===== src/rtl/encode_pkg.sv =====
// Shared definitions for the priority encoder/arbiter.
//   state_t    : arbiter FSM state (IDLE, GRANT)
//   MODE_FIXED : mode input value selecting fixed priority (index 0 highest)
//   MODE_RR    : mode input value selecting round-robin
package encode_pkg;

    typedef enum logic [0:0] {
        IDLE  = 1'b0,
        GRANT = 1'b1
    } state_t;

    localparam logic MODE_FIXED = 1'b0;
    localparam logic MODE_RR    = 1'b1;

endpackage


===== src/rtl/pe_find_first.sv =====
// Combinational find-first-set: reports the lowest set bit of req.
//   req   in  N  input vector
//   idx   out W  index of the lowest set bit (0 when none set)
//   found out 1  at least one bit of req is set
module pe_find_first #(
    parameter  int N = 8,
    localparam int W = $clog2(N)
) (
    input  logic [N-1:0] req,
    output logic [W-1:0] idx,
    output logic         found
);

    always_comb begin
        idx   = '0;
        found = 1'b0;
        for (int unsigned k = 0; k < N; k++) begin
            if (req[k] && !found) begin
                idx   = W'(k);
                found = 1'b1;
            end
        end
    end

endmodule


===== src/rtl/encode_priority_arb.sv =====
// Registered N-input priority encoder/arbiter with fixed-priority and
// round-robin modes, grant hold until release, and optional hold timeout.
//   clk   in  1  rising-edge clock
//   rst   in  1  asynchronous active-high reset
//   I     in  N  request lines
//   mode  in  1  0 = fixed priority, 1 = round-robin (sampled in IDLE only)
//   done  in  1  grant holder finished (used in GRANT only)
//   Y     out W  encoded index of the granted requester
//   V     out 1  grant valid
//   gnt   out N  one-hot grant
//   tout  out 1  one-cycle pulse on a release caused only by the timeout
module encode_priority_arb
    import encode_pkg::*;
#(
    parameter  int N        = 8,
    parameter  int MAX_HOLD = 16,
    localparam int W        = $clog2(N)
) (
    input  logic         clk,
    input  logic         rst,
    input  logic [N-1:0] I,
    input  logic         mode,
    input  logic         done,
    output logic [W-1:0] Y,
    output logic         V,
    output logic [N-1:0] gnt,
    output logic         tout
);

    // Counter keeps at least one bit so MAX_HOLD=0 (timeout disabled) still elaborates.
    localparam int CW = (MAX_HOLD > 0) ? $clog2(MAX_HOLD + 1) : 1;

    state_t         state_q, state_d;
    logic [W-1:0]   y_q, y_d;
    logic [W-1:0]   ptr_q, ptr_d;
    logic           v_q, v_d;
    logic [N-1:0]   gnt_q, gnt_d;
    logic           tout_q, tout_d;
    logic [CW-1:0]  cnt_q, cnt_d;

    logic [N-1:0]   req_masked;
    logic [W-1:0]   idx_all, idx_msk, win_idx;
    logic           found_all, found_msk;
    logic           holder_req, timeout_hit, release_now;

    // Round-robin candidates: only requesters at or above ptr.
    always_comb begin
        req_masked = '0;
        for (int unsigned k = 0; k < N; k++) begin
            req_masked[k] = I[k] && (W'(k) >= ptr_q);
        end
    end

    pe_find_first #(.N(N)) u_ff_all (
        .req   (I),
        .idx   (idx_all),
        .found (found_all)
    );

    pe_find_first #(.N(N)) u_ff_msk (
        .req   (req_masked),
        .idx   (idx_msk),
        .found (found_msk)
    );

    // Empty masked set means wrap-around: fall back to the unmasked winner.
    assign win_idx = (mode == MODE_RR && found_msk) ? idx_msk : idx_all;

    assign holder_req  = I[y_q];
    assign timeout_hit = (MAX_HOLD != 0) && (cnt_q == CW'(MAX_HOLD - 1));
    assign release_now = done || !holder_req || timeout_hit;

    always_comb begin
        state_d = state_q;
        y_d     = y_q;
        ptr_d   = ptr_q;
        v_d     = v_q;
        gnt_d   = gnt_q;
        tout_d  = 1'b0;
        cnt_d   = cnt_q;
        case (state_q)
            IDLE: begin
                if (found_all) begin
                    y_d          = win_idx;
                    v_d          = 1'b1;
                    gnt_d        = '0;
                    gnt_d[win_idx] = 1'b1;
                    cnt_d        = '0;
                    state_d      = GRANT;
                end
            end
            GRANT: begin
                if (release_now) begin
                    state_d = IDLE;
                    v_d     = 1'b0;
                    gnt_d   = '0;
                    // Pointer advances past the holder in both modes.
                    ptr_d   = (y_q == W'(N - 1)) ? '0 : y_q + W'(1);
                    tout_d  = timeout_hit && !done && holder_req;
                end else begin
                    cnt_d = cnt_q + CW'(1);
                end
            end
            default: begin
                state_d = IDLE;
                v_d     = 1'b0;
                gnt_d   = '0;
            end
        endcase
    end

    always_ff @(posedge clk or posedge rst) begin
        if (rst) begin
            state_q <= IDLE;
            y_q     <= '0;
            ptr_q   <= '0;
            v_q     <= 1'b0;
            gnt_q   <= '0;
            tout_q  <= 1'b0;
            cnt_q   <= '0;
        end else begin
            state_q <= state_d;
            y_q     <= y_d;
            ptr_q   <= ptr_d;
            v_q     <= v_d;
            gnt_q   <= gnt_d;
            tout_q  <= tout_d;
            cnt_q   <= cnt_d;
        end
    end

    assign Y    = y_q;
    assign V    = v_q;
    assign gnt  = gnt_q;
    assign tout = tout_q;

endmodule


===== config.mk =====
export PLATFORM = sky130hd
export DESIGN_NAME = encode_priority_arb
export DESIGN_NICKNAME = d
export VERILOG_FILES = /design/src/rtl/encode_pkg.sv /design/src/rtl/pe_find_first.sv /design/src/rtl/encode_priority_arb.sv
export SDC_FILE = /design/constraint.sdc
export NUM_CORES = 1
export LEC_CHECK = 0
export ABC_AREA = 1
export CORE_MARGIN = 5
export CORE_UTILIZATION = 50
export CTS_CLUSTER_DIAMETER = 150
export DETAILED_ROUTE_END_ITERATION = 10
export GPL_TIMING_DRIVEN = 0
export PLACE_DENSITY = 0.85
export SYNTH_ARGS = -nofsm -noshare
export SYNTH_HDL_FRONTEND = slang
export SYNTH_HIERARCHICAL = 1
export SYNTH_SLANG_ARGS = --single-unit

===== constraint.sdc =====
create_clock -name clk -period 5.1 [get_ports clk]
set_input_delay 1.02 -clock clk [delete_from_list [all_inputs] [get_ports clk]]
set_output_delay 1.02 -clock clk [all_outputs]
set_load 0.005 [all_outputs]

==> flow_metrics.py <==
metrics = {
    "yosys": {
        "syn_area_sq_um": 1510,
        "synthFlopType": "dfrtp_1",
        "yosysTopAreaCell": "dfrtp_1",
        "synth_area_leaders": "dfrtp_1, nand2_1, inv_1, nand3_2, nand3_1",
        "synth.distinct_cells": 23,
        "syn_area_per_cell_sq_um": 7.13,
        "netlist.area_leader.share_pct": 36.4,
        "synthArstFlopShare_pct": 100,
        "ys_seq_area_share_pct": 36.4,
        "synth.ff_latch_count": 22,
        "synth.net_count": 228,
        "yosysWarnings": 6,
        "synth_cells": 212,
        "synth_edf_count": 0,
    },
    "clocking": {
        "cts_max_level": 1,
        "clockBufferDepth": 2,
        "cts.clk_slew.worst_paths_ns": 0.14,
        "cts.sinks": 22,
        "post_cts_buffers": 0,
        "numCtsBuffers": 3,
        "cts.repair.resized": 0,
        "cts_hold_buffers": 0,
        "cts_tree": "yes",
        "cts-root-buf": "clkbuf_4",
        "insertion_delay_ns": 0.32,
    },
    "critical_path": {
        "end_kind": "flip-flop",
        "path_max_fanout": 5,
        "cp_cell_sequence": "clkdlybuf4s50_1 -> inv_1 -> a211oi_1 -> inv_1 -> a21oi_1 -> nor2_1 -> nor2_1 -> nand2_1 -> o21ai_0 -> inv_1 -> nor2_1 -> nand3_1 -> nand2_1",
        "critPathLaunchType": "primary input",
        "slowest_delay_ns": 0.54,
        "arrival_ns": 3.33,
        "path_class": "primary input to flip-flop",
        "cpMaxStageDelayCell": "clkdlybuf4s50_1",
        "crit_buf_inv": 4,
        "cp_top_family": "compound AO/OA/AOI/OAI gates",
        "critPathRequiredTime_ns": 5.37,
    },
    "layout": {
        "antenna_cells": 0,
        "drive_gt1_share_pct": 13.3,
        "final_common_cell": "nand2_1",
        "final_cell_mix": "nand2_1, inv_1, clkdlybuf4s50_1, dfrtp_1, nor2_1",
        "area_growth_pct": 22.1,
        "fin_nets": 257,
    },
    "pwr": {
        "pwr-share-clk_pct": 15.7,
        "p_per_area_nw_per_um2": 476,
        "pwr-share-comb_pct": 50.8,
        "finalPower_mw": 0.878,
        "swShare_pct": 43.2,
        "switchingPower_mw": 0.379,
        "ir_drop_uv": 356,
        "seqPwrFrac_pct": 33.6,
        "internal_power_mw": 0.499,
        "p_leak_nw": 0.973,
    },
    "timing": {
        "tightest_slew_ns": 0.827,
        "fmax_mhz": 327,
        "rsz0062_at_grt": "no",
        "setup_tns_ns": 0,
        "setup_violations": 0,
        "fin_skew_ns": 0.00990,
        "report.final.slew_viol_count": 0,
        "fin_crit_ns": 3.05,
        "fin_crit_sh_pct": 59.9,
        "relSlewSlack_pct": 44.8,
        "finalHoldViolations": 0,
    },
    "grt": {
        "grt_overflow": 0,
        "antenna_found_initial": 0,
        "grt_first_pass_wirelength_mm": 5.85,
        "grt_pass1_vias": 1364,
        "grt_max_degree": 23,
        "gr-usage-all-layers_pct": 17.4,
    },
    "detailed_routing": {
        "wl_mm": 3.29,
        "vias": 1411,
        "drt-initial-drc-count": 83,
        "viasPerCell": 5.17,
        "drt-pass1-iter-count": 6,
        "route.detailed.drc": 0,
        "wl_per_cell_um": 12.1,
        "ant_nets": 0,
    },
    "placement": {
        "io_buffers": 24,
        "dp_hpwl_mm": 2.54,
        "gp_congestion": 0.863,
    },
    "floorplan": {
        "initial_core_util_pct": 50.8,
        "num_io_pins": 25,
        "core_sq_um": 2980,
        "chipWidth_um": 65.0,
        "fp.dieH_um": 65.0,
        "dieArea_sq_um": 4220,
        "placementRows": 20,
    },
    "min_path": {
        "hold_path.class": "flip-flop to flip-flop",
    },
    "status": {
        "status": "complete, no violations",
    },
    "run": {
        "maxCapViolCount": 0,
    },
}
metal layers:
metal	wire length, um	track usage (%)	up-vias	share of wire [%]
li1	-	-	728	-
met1	1590	23.4	635	48
met2	1500	28.0	44	46
met3	183	3.81	4	5.6
met4	22	5.01	0	0.67
met5	0	0	-	0
worst register-to-register path, stage by stage, from the launching register on:
cell	delay, ns
dfrtp_1	0.46
or2_2	0.30
nor3_1	0.26
nor2_2	0.09
nand3_2	0.08
nor2_2	0.04
nand3_1	0.06
nand2_1	0.11
o21ai_0	0.46
inv_1	0.12
nor4_1	0.19
nand2_1	0.09
nand2_1	0.06
state kept, by name, indices dropped and copies added, names as in the netlist:
| name | cells |
|---|---|
| state_q | 1 |
| ptr_q | 3 |
| gnt | 8 |
| Y | 3 |
| tout | 1 |
| cnt_q | 5 |
| V | 1 |
cells by family (layout without fill, tap and decap cells):
logic type               after synthesis  count (layout)  synth area share [%]
AO/OA/AOI/OAI                         18              18                  6.79
XOR/XNOR                               1               1                 0.580
adder cells (fa/ha/maj)                4               4                  3.31
buffers and inverters                 41              69                  11.1
flip-flops                            22              22                  36.4
AND/OR/NAND/NOR                      126             126                  41.8
path summary, 6_finish.rpt:
kind | start | end | slack [ns] | cells after the start
min in group asynchronous | rst | gnt[3]$_DFFE_PP0P_ | 1.14 | 2
hold / removal | V$_DFFE_PP0P_ | V$_DFFE_PP0P_ | 0.50 | 2
max in group asynchronous | rst | cnt_q[3]$_DFFE_PP0P_ | 3.44 | 2
hold reg to reg | V$_DFFE_PP0P_ | V$_DFFE_PP0P_ | 0.50 | 2
setup / recovery | I[2] | gnt[0]$_DFFE_PP0P_ | 2.05 | 13
setup reg to reg | ptr_q[2]$_DFFE_PP0P_ | gnt[1]$_DFFE_PP0P_ | 2.73 | 12
power by group through the flow:
stage	Clock, mW	Sequential, mW	Combinational [mW]
6_report	0.138	0.295	0.446
2_1_floorplan	0	0.288	0.303
4_1_cts	0.138	0.293	0.449
3_5_place_dp	0	0.297	0.445
5_1_grt	0.145	0.304	0.515
3_3_place_gp	0	0.296	0.434
through the flow:
step / hold slack, ns / worst slack (ns) / cells / area, sq um / util (%)
after floorplan: 0.465 / 2.62 / 212 / 1510 / -
final: 0.504 / 2.05 / 273 / 1850 / 62.0
after global routing: 0.534 / 1.68 / 273 / 1850 / 62.0
after global placement: 0.458 / 1.74 / 269 / 1790 / 60.2
after detailed placement: 0.471 / 1.72 / 269 / 1790 / 60.2
after CTS: 0.501 / 2.04 / 273 / 1850 / 62.0
Yosys cell counts, drive strengths merged, types with 3 or more instances:
cell type / n
nand3: 28
nand4: 4
o21ai: 11
ha: 4
nand2: 65
buf: 3
nor2: 25
a21oi: 3
inv: 38
dfrtp: 22
final cells by class:
class / instances / area (sq um)
sequential: 22 / 551
clock inverter: 1 / 30.0
fill: 269 / 1130
multi-input combinational: 149 / 793
buffer: 3 / 25.0
tap: 33 / 41.3
inverter: 38 / 143
clock buffer: 3 / 22.5
timing repair buffer: 24 / 240
No activity file was read; power rests on OpenSTA's default activity.
